===== src/rtl/oled_ctrl_sequencer.sv =====
// oled_ctrl_sequencer: OLED panel power-up / init / shutdown sequencer.
// It drives the power-on pin sequencer, the init command stream to the SPI master, VCC and the PMOD supply.
module oled_ctrl_sequencer #(
    parameter int CLOCK_FREQUENCY_HZ = 200_000_000,
    parameter int DEBUG              = 0,
    parameter int VCC_WAIT_US        = 25_000,
    parameter int DISP_ON_WAIT_US    = 100_000,
    parameter int VCC_OFF_WAIT_US    = 400_000
) (
    input  logic       sclk,
    input  logic       rst_n,
    input  logic       enable,
    output logic       pwr_start,
    input  logic       pwr_done,
    output logic [7:0] cmd_data,
    output logic       cmd_valid,
    input  logic       cmd_ready,
    output logic       vcc_en,
    output logic       pmod_off,
    output logic       ready,
    output logic       busy
);
    localparam int          DIV    = CLOCK_FREQUENCY_HZ / 1_000_000;
    localparam logic [31:0] T_VCC  = DEBUG != 0 ? 32'd10 : 32'(VCC_WAIT_US);
    localparam logic [31:0] T_DISP = DEBUG != 0 ? 32'd10 : 32'(DISP_ON_WAIT_US);
    localparam logic [31:0] T_OFF  = DEBUG != 0 ? 32'd10 : 32'(VCC_OFF_WAIT_US);
    localparam logic [7:0]  ROM [16] = '{8'hFD, 8'h12, 8'hAE, 8'hA0, 8'h72, 8'hA1, 8'h00, 8'hA2,
                                         8'h00, 8'hA4, 8'hA8, 8'h3F, 8'hAD, 8'h8E, 8'hB0, 8'h0B};

    typedef enum logic [3:0] {
        OFF, PWR_ON, PWR_WAIT, SEND, VCC_ON, VCC_WAIT, DISP_ON, DISP_WAIT, READY, OFF_CMD, OFF_WAIT
    } state_t;

    state_t      state, state_n;
    logic [3:0]  idx, idx_n;
    logic [31:0] pre, us, target;
    logic [7:0]  byte_n;
    logic        done, accept, valid_n, vcc_n;

    assign accept = cmd_valid && cmd_ready;
    assign target = state == VCC_WAIT ? T_VCC : state == DISP_WAIT ? T_DISP : T_OFF;
    assign done   = us >= target;

    // An offered byte is never withdrawn: aborts only leave a byte state on accept or while nothing is offered.
    always_comb begin
        state_n = state;
        idx_n   = idx;
        unique case (state)
            OFF:       if (enable) state_n = PWR_ON;
            PWR_ON:    state_n = PWR_WAIT;
            PWR_WAIT:  if (pwr_done) begin
                           state_n = enable ? SEND : OFF_CMD;
                           idx_n   = '0;
                       end
            SEND:      if (accept) begin
                           if (!enable) state_n = OFF_CMD;
                           else if (idx == 4'd15) state_n = VCC_ON;
                           else idx_n = idx + 4'd1;
                       end else if (!cmd_valid && !enable) state_n = OFF_CMD;
            VCC_ON:    state_n = enable ? VCC_WAIT : OFF_CMD;
            VCC_WAIT:  if (!enable) state_n = OFF_CMD; else if (done) state_n = DISP_ON;
            DISP_ON:   if (accept) state_n = enable ? DISP_WAIT : OFF_CMD;
                       else if (!cmd_valid && !enable) state_n = OFF_CMD;
            DISP_WAIT: if (!enable) state_n = OFF_CMD; else if (done) state_n = READY;
            READY:     if (!enable) state_n = OFF_CMD;
            OFF_CMD:   if (accept) state_n = OFF_WAIT;
            OFF_WAIT:  if (done) state_n = OFF;
            default:   state_n = OFF;
        endcase
        byte_n  = state_n == SEND ? ROM[idx_n] : state_n == DISP_ON ? 8'hAF : 8'hAE;
        valid_n = !accept && (state_n inside {SEND, DISP_ON, OFF_CMD});
        vcc_n   = state_n == OFF_CMD ? vcc_en : (state_n inside {VCC_ON, VCC_WAIT, DISP_ON, DISP_WAIT, READY});
    end

    always_ff @(posedge sclk) begin
        if (!rst_n) begin
            state     <= OFF;
            idx       <= '0;
            pre       <= '0;
            us        <= '0;
            pwr_start <= 1'b0;
            cmd_valid <= 1'b0;
            cmd_data  <= 8'h00;
            vcc_en    <= 1'b0;
            pmod_off  <= 1'b1;
            ready     <= 1'b0;
            busy      <= 1'b0;
        end else begin
            state <= state_n;
            idx   <= idx_n;
            if (state_n != state) begin
                pre <= '0;
                us  <= '0;
            end else if (pre == 32'(DIV - 1)) begin
                pre <= '0;
                if (!done) us <= us + 32'd1;
            end else begin
                pre <= pre + 32'd1;
            end
            pwr_start <= state_n == PWR_ON;
            cmd_valid <= valid_n;
            if (valid_n) cmd_data <= byte_n;
            vcc_en    <= vcc_n;
            pmod_off  <= state_n == OFF;
            ready     <= state_n == READY;
            busy      <= !(state_n inside {OFF, READY});
        end
    end
endmodule


===== config.mk =====
export PLATFORM = sky130hd
export DESIGN_NAME = oled_ctrl_sequencer
export DESIGN_NICKNAME = d
export VERILOG_FILES = /design/src/rtl/oled_ctrl_sequencer.sv
export SDC_FILE = /design/constraint.sdc
export NUM_CORES = 1
export LEC_CHECK = 0
export CAP_MARGIN = 20
export CORE_MARGIN = 4
export CORE_UTILIZATION = 45
export DETAILED_ROUTE_END_ITERATION = 10
export DONT_BUFFER_PORTS = 1
export MAX_ROUTING_LAYER = met4
export PLACE_DENSITY = 0.63
export REMOVE_ABC_BUFFERS = 1
export SKIP_CTS_REPAIR_TIMING = 1
export SYNTH_ARGS = -nofsm -noshare
export SYNTH_HDL_FRONTEND = slang
export SYNTH_SLANG_ARGS = --single-unit

===== constraint.sdc =====
create_clock -name sclk -period 5.3 [get_ports sclk]
set_clock_uncertainty 0.2 [all_clocks]
set_input_delay 1.59 -clock sclk [delete_from_list [all_inputs] [get_ports sclk]]
set_output_delay 1.59 -clock sclk [all_outputs]
set_load 0.005 [all_outputs]

==> results of run 1 <==
[layer usage]
layer	vias up	track usage	part of all wire
met5	-	-	0
li1	1886	-	-
met2	74	0.276	0.45
met3	4	0.0394	0.045
met4	0	0.0460	0.0064
met1	1722	0.243	0.49
[flip-flops by register name, summed over array words and instances, names as in the netlist, 4 cells and up]
name / count
pre: 32
cmd_data: 8
idx: 4
us: 32
state: 4
[cells in the mapped netlist, drive strengths merged (7+ instances only)]
library cell,count,area [um2]
nand3,19,100
nand4,12,75.1
clkbuf,14,52.6
dfxtp,86,1720
ha,24,300
o21ai,16,80.1
and3,28,175
inv,17,63.8
nor4,12,81.3
nand2,54,203
a21oi,16,80.1
nor2,87,327
xnor2,21,184
xor2,29,254
nor3,7,35.0
[worst register-to-register path: stages (launching register included)]
cell and delay (ns):
dfxtp_1 0.55, inv_1 0.12, nor2_1 0.19, nand2_1 0.14, inv_1 0.25, nand2_1 0.18, inv_1 0.11, ha_1 0.22
and4b_1 0.19, a2111oi_2 0.44, o32ai_2 0.23, or3_1 0.38, a311o_1 0.40, a221oi_4 0.51, nand2_2 0.36, nor2_1 0.19
[how the worst max path moves through the flow]
stage,from,to,slack (ns),cells past startpoint
after floorplan,state[2]$_SDFF_PN0_,pre[25]$_SDFF_PP0_,1.00,15
after global placement,state[2]$_SDFF_PN0_,us[6]$_SDFFE_PP0P_,0.46,14
after detailed placement,state[2]$_SDFF_PN0_,us[3]$_SDFFE_PP0P_,0.20,14
after CTS,state[2]$_SDFF_PN0_,us[3]$_SDFFE_PP0P_,0.14,14
after global routing,state[2]$_SDFF_PN0_,us[18]$_SDFFE_PP0P_,0.12,15
final,state[2]$_SDFF_PN0_,us[15]$_SDFFE_PP0P_,0.57,15
[cell families after synthesis]
| group | after synthesis |
|---|---|
| simple gates | 255 |
| flops | 86 |
| compound gates | 79 |
| xor+xnor | 50 |
| buf+inv | 35 |
| fa+ha+maj | 24 |
| mux | 5 |
[layout by cell type (no fill, tap or decap), types with 5 or more instances in the layout]
cell	synthesis	final
a21oi_1	16	16
a31oi_1	6	6
and3_1	28	28
buf_4	0	5
clkbuf_8	0	9
dfxtp_1	86	86
ha_1	24	24
inv_1	17	17
nand2_1	54	53
nand3_1	18	18
nand4_1	12	12
nor2_1	87	87
nor2b_1	6	6
nor3_1	7	7
nor4_1	11	11
o21a_1	6	6
o21ai_0	13	13
or3_1	5	5
xnor2_1	21	20
xor2_1	29	29
[final cells by class]
| cell class | instances | area share |
|---|---|---|
| flip-flops and latches | 86 | 0.354 |
| clock buffers | 9 | 0.0255 |
| repair buffers | 5 | 0.00772 |
| inverters | 18 | 0.0139 |
| multi-input cells | 413 | 0.548 |
| well taps | 133 | 0.0342 |
| clock inverters | 7 | 0.0162 |
[power breakdown]
part	internal, uW	switching, uW	leakage [uW]	total [uW]
Sequential	666	15.3	0.000695	681
Clock	224	256	0.0000982	480
Combinational	44.5	91.2	0.00105	136
[per-stage QoR]
step | cells | power [uW] | instance area, um2
5_1_grt | 671 | 1350 | 4860
2_1_floorplan | 517 | 789 | 4440
3_5_place_dp | 655 | 828 | 4650
6_report | 671 | 1300 | 4860
3_3_place_gp | 655 | 825 | 4650
4_1_cts | 671 | 1310 | 4850
==> results.yml, run 1 <==
sta:
  finalCriticalPeriod_ns: 4.73
  timing.fmax_mhz: 211
  finalSetupTns_ns: 0
  max-slew-margin-rel: 0.380
  finalSetupViolations: 0
  grt_setup_unrepaired: "no"
  fin_crit_sh: 0.892
  worst_hold_slack_ns: 0.269
  hold_viol_final: 0
  tightest_slew_ns: 0.930
  slew_violations: 0
  layout_setup_ws_ns: 0.571
critical_path:
  critPathMaxStageDelay_ns: 0.55
  timing.rr.end: "us[15]$_SDFFE_PP0P_"
  critPathLaunchType: "flop"
  cpMostUsedCell: "inv_1"
  crit_type: "flop to flop"
  crit_fanout: 20
  cp_data_required_time_ns: 5.38
  r2r.worst_path.cells: 15
  critPathArrivalTime_ns: 4.81
  rrSetupSlack_ns: 0.57
  critPathTopFamily: "simple AND/OR/NAND/NOR gates"
  cp_cell_sequence: "inv_1, nor2_1, nand2_1, inv_1, nand2_1, inv_1, ha_1, and4b_1, a2111oi_2, o32ai_2, or3_1, a311o_1, a221oi_4, nand2_2, nor2_1"
  cp-end-kind: "flop"
  crit_buf_inv: 3
  r2r-start: "state[2]$_SDFF_PN0_"
  slowest_stage: "dfxtp_1"
power_and_ir_drop:
  irDropWorstVdd_mv: 0.148
  powerDensity_nw_per_um2: 267
  total_leakage_power_uw: 0.00184
cells_and_area:
  seqCellArea_um2: 1720
  n_fill_cell: 972
  fin_util: 0.497
  multiInputGateArea_um2: 2660
  diodes: 0
  finish.net_count: 562
  area_delta_synth_final_pct: 7.74
  drive_above_1_share: 0.0669
worst_hold_path:
  holdPathStages: 1
  holdPathEnd: "pre[0]$_SDFF_PP0_"
  min_path_type: "flop to flop"
  worstHoldStart: "pre[0]$_SDFF_PP0_"
grt:
  grt.overflow.total: 0
  grt_pass1_wl_um: 16700
  grt_use_total: 0.180
  first_global_vias: 3510
  grt_max_degree: 33
  antenna_found_initial: 0
floorplanning:
  die_w_um: 108
  core_um2: 9770
  start_util: 0.461
  die_h_um: 108
  die-area_um2: 11700
  ioPinCount: 19
  rows: 36
synth:
  synth_fa_ha_area_frac: 0.0666
  avgSynthCellArea_um2: 8.45
  ys_async_sr_fraction: 0
  ys_types: 63
  synthCells: 534
  synth_edf_count: 0
  synth_xor_area_frac: 0.0971
  synth_top_family_by_area: "simple AND/OR/NAND/NOR gates"
  synth-simple-area-share: 0.283
  muxShareOfSynthArea: 0.0114
  synth.cell_area_um2: 4510
  synth-compound-area-share: 0.130
  yosys_warnings: 0
  seq_area_frac_synth: 0.382
  ys_seq_elements: 86
  synth-main-ff-cell: "dfxtp_1"
clocking:
  cts-root-buf: "clkbuf_8"
  cts_tree: "done"
  clock_sinks: 86
  clkSlewWorstSetupHoldPaths_ns: 0.09
  numCtsBuffers: 9
  htree_levels: 3
  clk_latency_ns: 0.36
  clockBufferDepth: 2
place:
  io_buffers: 0
  gp_congestion: 0.874
  dp_slack_ns: 0.196
  hpwl_um: 6920
detailed_routing:
  routed-via-count: 3686
  routed_wl_um: 9590
  detail_route.first_pass.iterations: 5
  postRouteAntennaNets: 0
  drc: 0
  wl_per_cell_um: 14.3
  first_iter_violations: 202
  viasPerCell: 5.49
job:
  drv_cap: 0
run_status:
  status: "finished, final reports clean"
(Power assumes the default switching activity.)
==> run 2, diff against run 1 <==
--- a/config.mk
+++ b/config.mk
@@ -6,6 +6,7 @@
 export NUM_CORES = 1
 export LEC_CHECK = 0
 export CAP_MARGIN = 20
+export CORE_ASPECT_RATIO = 0.7
 export CORE_MARGIN = 4
 export CORE_UTILIZATION = 45
 export DETAILED_ROUTE_END_ITERATION = 10
==> constraint.sdc (replaced) <==
create_clock -name sclk -period 5.3 [get_ports sclk]
set_clock_uncertainty 0.2 [all_clocks]
set_input_delay 1.59 -clock sclk [delete_from_list [all_inputs] [get_ports sclk]]
set_output_delay 1.59 -clock sclk [all_outputs]
set_load 0.01 [all_outputs]
==> run 2 against run 1 <==
Compared with the run above:
- critical path depth is 2 higher
- largest cell class unchanged
- fmax is 0.33% lower
- routed wire length is 2.5% lower
- sequential share of layout area is 0.43 points lower
- non-clock buffer count is 1 lower
- first-iteration DRC count is 35% higher
- design area is 1.2% higher
==> results.yml, run 2 (synthesis gave the netlist of run 1 again) <==
power_and_ir_drop:
  irDropWorstVdd_mv: 0.158
  powerDensity_nw_per_um2: 287
  p_sw_frac: 0.260
  pwr-share-comb: 0.095
  power.internal_uw: 1040
  p_sw_uw: 366
  seqPwrFrac: 0.490
  total_leakage_power_uw: 0.00187
  pwr-share-clk: 0.415
grt:
  grt_use_total: 0.168
  grt_pass1_wl_um: 15700
  antenna_found_initial: 0
  first_global_vias: 3228
  grt.overflow.total: 0
  gr-usage-met1: 0.238
  grt_max_degree: 33
  busiest_layer: "met1"
  use_met3: 0.0466
  grt.met2_usage: 0.229
job:
  drv_cap: 0
sta:
  grt_setup_unrepaired: "no"
  slew_violations: 0
  timing.fmax_mhz: 211
  fin_crit_sh: 0.895
  worst_hold_slack_ns: 0.253
  finalSetupTns_ns: 0
  tightest_slew_ns: 0.838
  hold_viol_final: 0
  finalCriticalPeriod_ns: 4.75
  max-slew-margin-rel: 0.442
  finalSetupViolations: 0
floorplanning:
  core_um2: 9720
  die-area_um2: 11700
  rows: 30
  die_w_um: 128
  ioPinCount: 19
  die_h_um: 91.8
  start_util: 0.464
critical_path:
  crit_fanout: 32
  critPathMaxStageDelay_ns: 0.54
  rrSetupSlack_ns: 0.55
  r2r-start: "state[2]$_SDFF_PN0_"
  critPathLaunchType: "flop"
  cp-end-kind: "flop"
  startpoint: "state[2]$_SDFF_PN0_"
  slowest_stage: "dfxtp_1"
  crit_type: "flop to flop"
  critPathArrivalTime_ns: 4.82
  cpMostUsedCell: "inv_1"
  cp_cell_sequence: "inv_1, nor2_1, nand2_1, inv_1, nand2_1, inv_1, ha_1, and4b_1, a2111oi_2, o32ai_2, or3_1, a311o_1, a221oi_4, buf_4, nand3_2, buf_4, nor2_1"
  cp_data_required_time_ns: 5.37
clocking:
  clockBufferDepth: 2
  clock_sinks: 86
  htree_levels: 3
  clk_latency_ns: 0.34
  numCtsBuffers: 9
  cts-root-buf: "clkbuf_16"
  clkSlewWorstSetupHoldPaths_ns: 0.06
  cts_tree: "done"
detailed_routing:
  wl_per_cell_um: 14.1
  postRouteAntennaNets: 0
  routed_wl_um: 9350
  viasPerCell: 5.51
  drc: 0
  routed-via-count: 3666
  first_iter_violations: 273
  detail_route.first_pass.iterations: 5
cells_and_area:
  drive_above_1_share: 0.0615
  final_common_cell: "nor2_1"
  diodes: 0
  top_regs: "pre x32, us x32, cmd_data x8"
  finish.net_count: 561
  area_delta_synth_final_pct: 9.07
  mostFrequentLayoutCells: "87 x nor2_1, 86 x dfxtp_1, 53 x nand2_1"
place:
  gp_congestion: 0.827
  io_buffers: 0
  hpwl_um: 6720
worst_hold_path:
  worstHoldStart: "pre[0]$_SDFF_PP0_"
  min_path_type: "flop to flop"
run_status:
  status: "finished, final reports clean"
-- run 2: area by class of cell --
cell class	instances	area, um2
repair buffers	4	30.0
multi-input cells	413	2660
flip-flops and latches	86	1720
well taps	128	160
clock inverters	4	30.0
inverters	18	67.6
clock buffers	12	246
fillers	893	4800
-- run 2: path summary, 6_finish.rpt --
path,to,cells after the start
max,pre[23]$_SDFF_PP0_,17
min,pre[0]$_SDFF_PP0_,1
max reg2reg,pre[23]$_SDFF_PP0_,17
min reg2reg,pre[0]$_SDFF_PP0_,1
-- run 2: power by group through the flow --
stage / combinational (uW) / sequential (uW) / clock [uW]
after global placement: 129 / 705 / 0
after global routing: 150 / 693 / 627
after floorplan: 92.4 / 702 / 0
after CTS: 132 / 691 / 604
after detailed placement: 131 / 705 / 0
final: 134 / 690 / 585
-- run 2: metal layers --
| layer | wire length, um | up-vias |
|---|---|---|
| met5 | 0 | - |
| met4 | 116 | 0 |
| met3 | 420 | 12 |
| met2 | 3940 | 54 |
| met1 | 4870 | 1711 |
| li1 | - | 1889 |
-- run 2: worst max-delay path: cells and delay by family, from the launching register on --
| kind | cells | cell delay (ns) |
|---|---|---|
| fa+ha+maj | 1 | 0.23 |
| flops | 1 | 0.54 |
| compound gates | 4 | 1.39 |
| simple gates | 7 | 1.30 |
| buf+inv | 5 | 1.01 |
-- run 2: metrics by stage --
| step | power (uW) | setup WS, ns | utilization | instances | cell area (um2) |
|---|---|---|---|---|---|
| finish | 1410 | 0.555 | 0.506 | 665 | 4920 |
| global route | 1470 | 0.0723 | 0.506 | 665 | 4920 |
| CTS | 1430 | 0.0209 | 0.505 | 665 | 4910 |
| detailed placement | 836 | 0.0412 | 0.477 | 649 | 4630 |
| global placement | 833 | 0.345 | 0.477 | 649 | 4630 |
| floorplan | 794 | 1.00 | - | 517 | 4440 |
